==> config.mk <==
export PLATFORM = sky130hd
export DESIGN_NAME = tx_data_buffer_flat
export DESIGN_NICKNAME = d
export VERILOG_FILES = /design/src/rtl/usb_pkg.sv /design/src/rtl/tx_data_buffer_if.sv /design/src/rtl/tx_data_buffer_ptr.sv /design/src/rtl/tx_data_buffer.sv /design/src/flat_wrapper.sv
export SDC_FILE = /design/constraint.sdc
export NUM_CORES = 1
export LEC_CHECK = 0
export BUFFER_PORTS_ARGS = -buffer_cell sky130_fd_sc_hd__buf_2
export CORE_UTILIZATION = 54
export DETAILED_ROUTE_END_ITERATION = 10
export PLACE_DENSITY = 0.7
export SETUP_SLACK_MARGIN = 0.1
export SYNTH_ARGS = -nofsm -noshare
export SYNTH_HDL_FRONTEND = slang
export SYNTH_SLANG_ARGS = --single-unit
==> constraint.sdc <==
create_clock -name clk -period 3.54 [get_ports clk]
set_input_delay 0.354 -clock clk [delete_from_list [all_inputs] [get_ports clk]]
set_output_delay 0.354 -clock clk [all_outputs]
set_load 0.005 [all_outputs]
==> src/rtl/usb_pkg.sv <==
// Shared USB definitions: transmit buffer sizing and the byte type.
package usb_pkg;
  localparam int TX_BUF_DEPTH = 64;
  localparam int TX_BUF_CNT_W = $clog2(TX_BUF_DEPTH) + 1;

  typedef logic [7:0] usb_byte_t;
endpackage

==> src/rtl/tx_data_buffer_if.sv <==
// Host push / transmitter pop bundle of the transmit data buffer.
interface tx_data_buffer_if
  import usb_pkg::*;
#(
  parameter int CNT_W = TX_BUF_CNT_W
);
  logic             store_tx_data;
  usb_byte_t        tx_data;
  logic             get_tx_packet_data;
  logic             clear;
  usb_byte_t        tx_packet_data;
  logic [CNT_W-1:0] tx_packet_data_size;
  logic             buffer_full;
  logic             buffer_empty;
  logic             overflow_err;
  logic             underflow_err;

  modport master (
    output store_tx_data, tx_data, get_tx_packet_data, clear,
    input  tx_packet_data, tx_packet_data_size, buffer_full, buffer_empty,
           overflow_err, underflow_err
  );

  modport slave (
    input  store_tx_data, tx_data, get_tx_packet_data, clear,
    output tx_packet_data, tx_packet_data_size, buffer_full, buffer_empty,
           overflow_err, underflow_err
  );
endinterface

==> src/rtl/tx_data_buffer_ptr.sv <==
// Wrap-bit pointer: counts modulo 2^W, synchronous clear.
module fifo_ptr #(
  parameter int W = 7
) (
  input  logic         clk,
  input  logic         clr,
  input  logic         en,
  output logic [W-1:0] ptr
);
  always_ff @(posedge clk) begin
    if (clr)     ptr <= '0;
    else if (en) ptr <= ptr + W'(1);
  end
endmodule

==> src/rtl/tx_data_buffer.sv <==
// First-word-fall-through byte FIFO between host and USB transmitter,
// with flush and sticky overflow/underflow flags.
module tx_data_buffer
  import usb_pkg::*;
#(
  parameter int DEPTH = TX_BUF_DEPTH,
  parameter int CNT_W = $clog2(DEPTH) + 1
) (
  input  logic              clk,
  input  logic              rst,
  tx_data_buffer_if.slave   bus
);
  localparam int AW = CNT_W - 1;

  usb_byte_t        mem [DEPTH];
  logic [CNT_W-1:0] wr_ptr, rd_ptr;
  logic             full, empty;
  logic             push_ok, pop_ok;
  logic             ptr_clr;
  logic             overflow_q, underflow_q;

  assign empty = (wr_ptr == rd_ptr);
  assign full  = (wr_ptr[AW-1:0] == rd_ptr[AW-1:0]) && (wr_ptr[AW] != rd_ptr[AW]);

  // A pop frees a slot this cycle, so a push into a full buffer still lands.
  assign pop_ok  = bus.get_tx_packet_data && !empty;
  assign push_ok = bus.store_tx_data && (!full || pop_ok);
  assign ptr_clr = rst || bus.clear;

  fifo_ptr #(.W(CNT_W)) u_wr_ptr (
    .clk (clk),
    .clr (ptr_clr),
    .en  (push_ok),
    .ptr (wr_ptr)
  );

  fifo_ptr #(.W(CNT_W)) u_rd_ptr (
    .clk (clk),
    .clr (ptr_clr),
    .en  (pop_ok),
    .ptr (rd_ptr)
  );

  // Storage is left unreset; only the pointers define valid contents.
  always_ff @(posedge clk) begin
    if (!ptr_clr && push_ok) mem[wr_ptr[AW-1:0]] <= bus.tx_data;
  end

  always_ff @(posedge clk) begin
    if (ptr_clr) begin
      overflow_q  <= 1'b0;
      underflow_q <= 1'b0;
    end else begin
      if (bus.store_tx_data && !push_ok)   overflow_q  <= 1'b1;
      if (bus.get_tx_packet_data && !pop_ok) underflow_q <= 1'b1;
    end
  end

  assign bus.tx_packet_data      = empty ? 8'h00 : mem[rd_ptr[AW-1:0]];
  assign bus.tx_packet_data_size = wr_ptr - rd_ptr;
  assign bus.buffer_full         = full;
  assign bus.buffer_empty        = empty;
  assign bus.overflow_err        = overflow_q;
  assign bus.underflow_err       = underflow_q;
endmodule

==> src/flat_wrapper.sv <==
// flat-port wrapper written by rule: the top's interface ports become plain ports
module tx_data_buffer_flat import usb_pkg::*;
#(
  parameter int DEPTH = TX_BUF_DEPTH,
  parameter int CNT_W = $clog2(DEPTH) + 1
)
  (clk, rst, bus_store_tx_data, bus_tx_data, bus_get_tx_packet_data, bus_clear, bus_tx_packet_data, bus_tx_packet_data_size, bus_buffer_full, bus_buffer_empty, bus_overflow_err, bus_underflow_err);
  tx_data_buffer_if #(.CNT_W(CNT_W)) bus_i ();
  input  logic clk;
  input  logic rst;
  input wire logic [$bits(bus_i.store_tx_data)-1:0] bus_store_tx_data;
  input wire logic [$bits(bus_i.tx_data)-1:0] bus_tx_data;
  input wire logic [$bits(bus_i.get_tx_packet_data)-1:0] bus_get_tx_packet_data;
  input wire logic [$bits(bus_i.clear)-1:0] bus_clear;
  output wire logic [$bits(bus_i.tx_packet_data)-1:0] bus_tx_packet_data;
  output wire logic [$bits(bus_i.tx_packet_data_size)-1:0] bus_tx_packet_data_size;
  output wire logic [$bits(bus_i.buffer_full)-1:0] bus_buffer_full;
  output wire logic [$bits(bus_i.buffer_empty)-1:0] bus_buffer_empty;
  output wire logic [$bits(bus_i.overflow_err)-1:0] bus_overflow_err;
  output wire logic [$bits(bus_i.underflow_err)-1:0] bus_underflow_err;
  assign bus_i.store_tx_data = bus_store_tx_data;
  assign bus_i.tx_data = bus_tx_data;
  assign bus_i.get_tx_packet_data = bus_get_tx_packet_data;
  assign bus_i.clear = bus_clear;
  assign bus_tx_packet_data = bus_i.tx_packet_data;
  assign bus_tx_packet_data_size = bus_i.tx_packet_data_size;
  assign bus_buffer_full = bus_i.buffer_full;
  assign bus_buffer_empty = bus_i.buffer_empty;
  assign bus_overflow_err = bus_i.overflow_err;
  assign bus_underflow_err = bus_i.underflow_err;
  tx_data_buffer #(.DEPTH(DEPTH), .CNT_W(CNT_W)) u_core (.clk(clk), .rst(rst), .bus(bus_i));
endmodule
==> flow_summary.ini <==
[clocking]
h-tree-depth = 2
ctsHoldBuffers = 0
tritoncts = yes
cts_inserted_buffers = 52
numClockSinks = 534
cts.path.max_buffers = 3
clkSlewWorstSetupHoldPaths_ns = 0.06
clk_latency_ns = 0.58
root_buffer_cell = sky130_fd_sc_hd__clkbuf_16

[layout]
final_design_area_no_fill_sq_mm = 0.0237
n_antenna_cell = 0
area_growth_syn_to_layout_pct = 12.7
nets = 1158
drive_gt1_share_pct = 26.4

[place]
place.port_buffers = 31
post_dp_cell_area_sq_mm = 0.0219
final_wtd_congestion = 0.899
dp_hpwl_um = 29300

[floorplan]
floorplan.die_area_sq_mm = 0.0398
die_y_um = 199
initial_utilization_pct = 55.3
placementRows = 71
core_area_sq_mm = 0.0380
die_span_x_um = 199
boundaryPins = 32

[timing]
final-max-slew-violation-count = 0
totalNegativeSetupSlack_ns = 0
skew_ns = 0.0120
timing.max_slew.rel_slack_pct = 14.9
setup_viol_count_final = 0
worst_margin_pin_slew_ns = 1.28
max_freq_ghz = 0.300
hold_ws_ns = 0.104
rsz0062_at_grt = false
final_min_period_over_clock_period_pct = 94.1
finalCriticalPeriod_ns = 3.33
timing.final.hold_violations = 0

[critical_path]
slowest_delay_ns = 0.64
setup.worst_path.end = bus_tx_packet_data[1]
worst-r2r-setup-slack_ns = 0.52
cp_cell_sequence = buf_4 > mux4_2 > mux2_2 > o2111ai_1 > o41ai_1 > buf_2
startpoint_type = flop
worstReg2RegEnd = u_core.mem[15][7]$_DFFE_PP_
required_ns = 3.19
critPathCaptureType = output pin
cp_num_cells = 6
rr_worst_depth = 5
cp_slowest_cell = sky130_fd_sc_hd__dfxtp_4
regToRegStartpoint = u_core.u_wr_ptr.ptr[2]$_SDFFE_PP0N_
critical_path_arrival_ns = 2.98
worstPathMaxFanout = 24
path_delay_family = multiplexers
setup.worst_path.class = reg2out
crit_buf_inv = 2

[power_and_ir_drop]
share_seq_of_total_power_pct = 56.1
clock_power_share_pct = 41.7
irDropWorstVdd_mv = 0.402
static-leakage-power_nw = 7.24
comb_power_share_pct = 2.2
net_switching_power_figure_mw = 2.48
power.internal_mw = 9.87
switching_share_pct = 20.1
power_density_mw_per_mm2 = 521

[drt]
drt_first_iter_violations = 1118
first_pass_iters = 5
drt.antenna.violating_nets = 0
detail_route.drc_violations = 0
wirelength_um = 46700
wl_per_cell_um = 27.7
post_drt_via_cell_ratio = 6.29
num_vias = 10600

[hold_path]
hp-start = bus_store_tx_data
min_path_type = in2reg

[synthesis]
synth_seq_area_share_pct = 75.2
synth_async_sr_flop_share_pct = 0
yosysWarnings = 0
synth.ff_latch_count = 534
post_synth_edffs = 512
cell_count_after_synthesis = 1045
synthTopCellsByArea = sky130_fd_sc_hd__edfxtp_1 (73%), sky130_fd_sc_hd__mux4_2 (13%), sky130_fd_sc_hd__dfxtp_1 (2.1%)
synth_area_sq_mm = 0.0210
synth.avg_cell_area_sq_um = 20.1
unique_cell_type_count_in_the_yosys_netlist = 52
synth-main-ff-cell = sky130_fd_sc_hd__edfxtp_1
synth.net_count = 1067
synth_top_area_share_pct = 73.1
synth_top_cell_by_area = sky130_fd_sc_hd__edfxtp_1

[grt]
gr-total-overflow = 0
first_global_vias = 10300
global_route_wire_length_before_repair_um = 68700
antenna_found_initial = 0
grtUsageTotal_pct = 24.5
maximum_number_of_pins_on_one_net_before_global_route_repair = 65

[job]
maxCapViolCount = 0

[outcome]
run_status = finished clean
[worst min path at each step]
stage | end | slack (ns) | depth (start not counted)
2_1_floorplan | u_core.mem[0][0]$_DFFE_PP_ | 0.45 | 0
3_3_place_gp | u_core.bus.underflow_err$_SDFFE_PP0P_ | 0.45 | 2
3_5_place_dp | u_core.bus.underflow_err$_SDFFE_PP0P_ | 0.46 | 2
4_1_cts | u_core.bus.overflow_err$_SDFFE_PP0P_ | 0.08 | 3
5_1_grt | u_core.bus.overflow_err$_SDFFE_PP0P_ | 0.11 | 3
6_report | u_core.bus.overflow_err$_SDFFE_PP0P_ | 0.10 | 3
[routing by layer]
metal | wire [um] | up-vias | GRT usage [%]
met5 | 0 | - | 0
li1 | - | 4466 | -
met1 | 19900 | 5561 | 37.1
met2 | 21700 | 528 | 36.6
met3 | 4070 | 69 | 4.93
met4 | 1100 | 0 | 7.04
[logic make-up after synthesis]
logic type,Yosys count,synth area share (%)
compound gates,82,2.82
xor+xnor,17,0.708
fa+ha+maj,9,0.571
buf+inv,69,1.93
flops,534,75.2
mux,150,14.9
simple gates,184,3.90
[placed cells by master (no fill, tap or decap), types with 14 or more instances in the layout]
cell and count:
sky130_fd_sc_hd__buf_2 31, sky130_fd_sc_hd__buf_4 50, sky130_fd_sc_hd__clkbuf_16 54, sky130_fd_sc_hd__clkinv_1 16, sky130_fd_sc_hd__clkinv_2 14, sky130_fd_sc_hd__dfxtp_1 17
sky130_fd_sc_hd__edfxtp_1 512, sky130_fd_sc_hd__inv_1 16, sky130_fd_sc_hd__mux2i_1 16, sky130_fd_sc_hd__mux4_2 125, sky130_fd_sc_hd__nand2_1 32, sky130_fd_sc_hd__nor2_1 91
sky130_fd_sc_hd__o22ai_1 17
[registers in the layout, summed over array words and instances, names as in the netlist, named ones only]
| signal | cells |
|---|---|
| u_core.u_wr_ptr.ptr | 7 |
| u_core.u_rd_ptr.ptr | 7 |
| u_core.mem | 512 |
| u_core.bus.overflow_err | 1 |
| u_core.bus.underflow_err | 1 |
[final cells by class]
type	count	area (sq um)
Inverter	16	60.1
Fill cell	2698	14300
Clock inverter	37	229
Timing Repair Buffer	90	723
Clock buffer	58	1350
Tap cell	511	639
Sequential cell	534	15800
Multi-Input combinational cell	442	4880
[synth_stat cells (3+ instances only)]
cell / count
sky130_fd_sc_hd__a2111oi_0: 3
sky130_fd_sc_hd__a21oi_1: 10
sky130_fd_sc_hd__dfxtp_1: 22
sky130_fd_sc_hd__nor4_1: 3
sky130_fd_sc_hd__inv_1: 16
sky130_fd_sc_hd__a211oi_1: 8
sky130_fd_sc_hd__edfxtp_1: 512
sky130_fd_sc_hd__o32ai_1: 4
sky130_fd_sc_hd__nor2_1: 93
sky130_fd_sc_hd__nand3_1: 13
sky130_fd_sc_hd__buf_4: 10
sky130_fd_sc_hd__nand2_1: 32
sky130_fd_sc_hd__o21ai_1: 4
sky130_fd_sc_hd__o22ai_1: 17
sky130_fd_sc_hd__a32o_1: 3
sky130_fd_sc_hd__clkbuf_1: 14
sky130_fd_sc_hd__o221ai_1: 4
sky130_fd_sc_hd__buf_6: 10
sky130_fd_sc_hd__nand3b_1: 4
sky130_fd_sc_hd__mux2i_1: 17
sky130_fd_sc_hd__xnor2_1: 13
sky130_fd_sc_hd__nor2b_1: 7
sky130_fd_sc_hd__mux4_1: 4
sky130_fd_sc_hd__nor3_1: 10
sky130_fd_sc_hd__or3_1: 6
sky130_fd_sc_hd__xor2_1: 4
sky130_fd_sc_hd__buf_1: 4
sky130_fd_sc_hd__mux4_2: 125
sky130_fd_sc_hd__mux2_2: 4
sky130_fd_sc_hd__o21ai_0: 7
sky130_fd_sc_hd__a22oi_1: 6
sky130_fd_sc_hd__nand2b_1: 9
sky130_fd_sc_hd__ha_1: 8
sky130_fd_sc_hd__buf_2: 14
[tightest hold or removal path: cells and delay by family]
family                 cells  cell delay, ns
and+or+nand+nor            1            0.07
buffers and inverters      1            0.12
AOI/OAI and AO/OA          1            0.09
[power by group through the flow]
| stage | clock network, mW | logic, mW | registers, mW |
|---|---|---|---|
| global route | 5.45 | 0.288 | 6.92 |
| floorplan | 0 | 0.101 | 7.06 |
| CTS | 5.21 | 0.264 | 6.93 |
| global placement | 0 | 0.257 | 7.06 |
| finish | 5.15 | 0.268 | 6.92 |
| detailed placement | 0 | 0.263 | 7.06 |
[repair_timing]
action,4_1_cts,5_1_grt
setup buffers,1,10
endpoints found under the hold margin,0,0
cloned,0,1
setup endpoints to repair,8,8
resized for setup,7,9
[metrics by stage]
stage               setup slack (ns)  cells  total power [mW]  util, %
floorplan                       1.09   1045              7.16        -
global route                  0.0963   1688              12.7     62.4
global placement               0.517   1581              7.32     57.6
finish                         0.207   1688              12.3     62.4
CTS                           0.0794   1677              12.4     61.9
detailed placement             0.432   1581              7.32     57.6
Note: power is estimated with default switching activity, not from simulation.
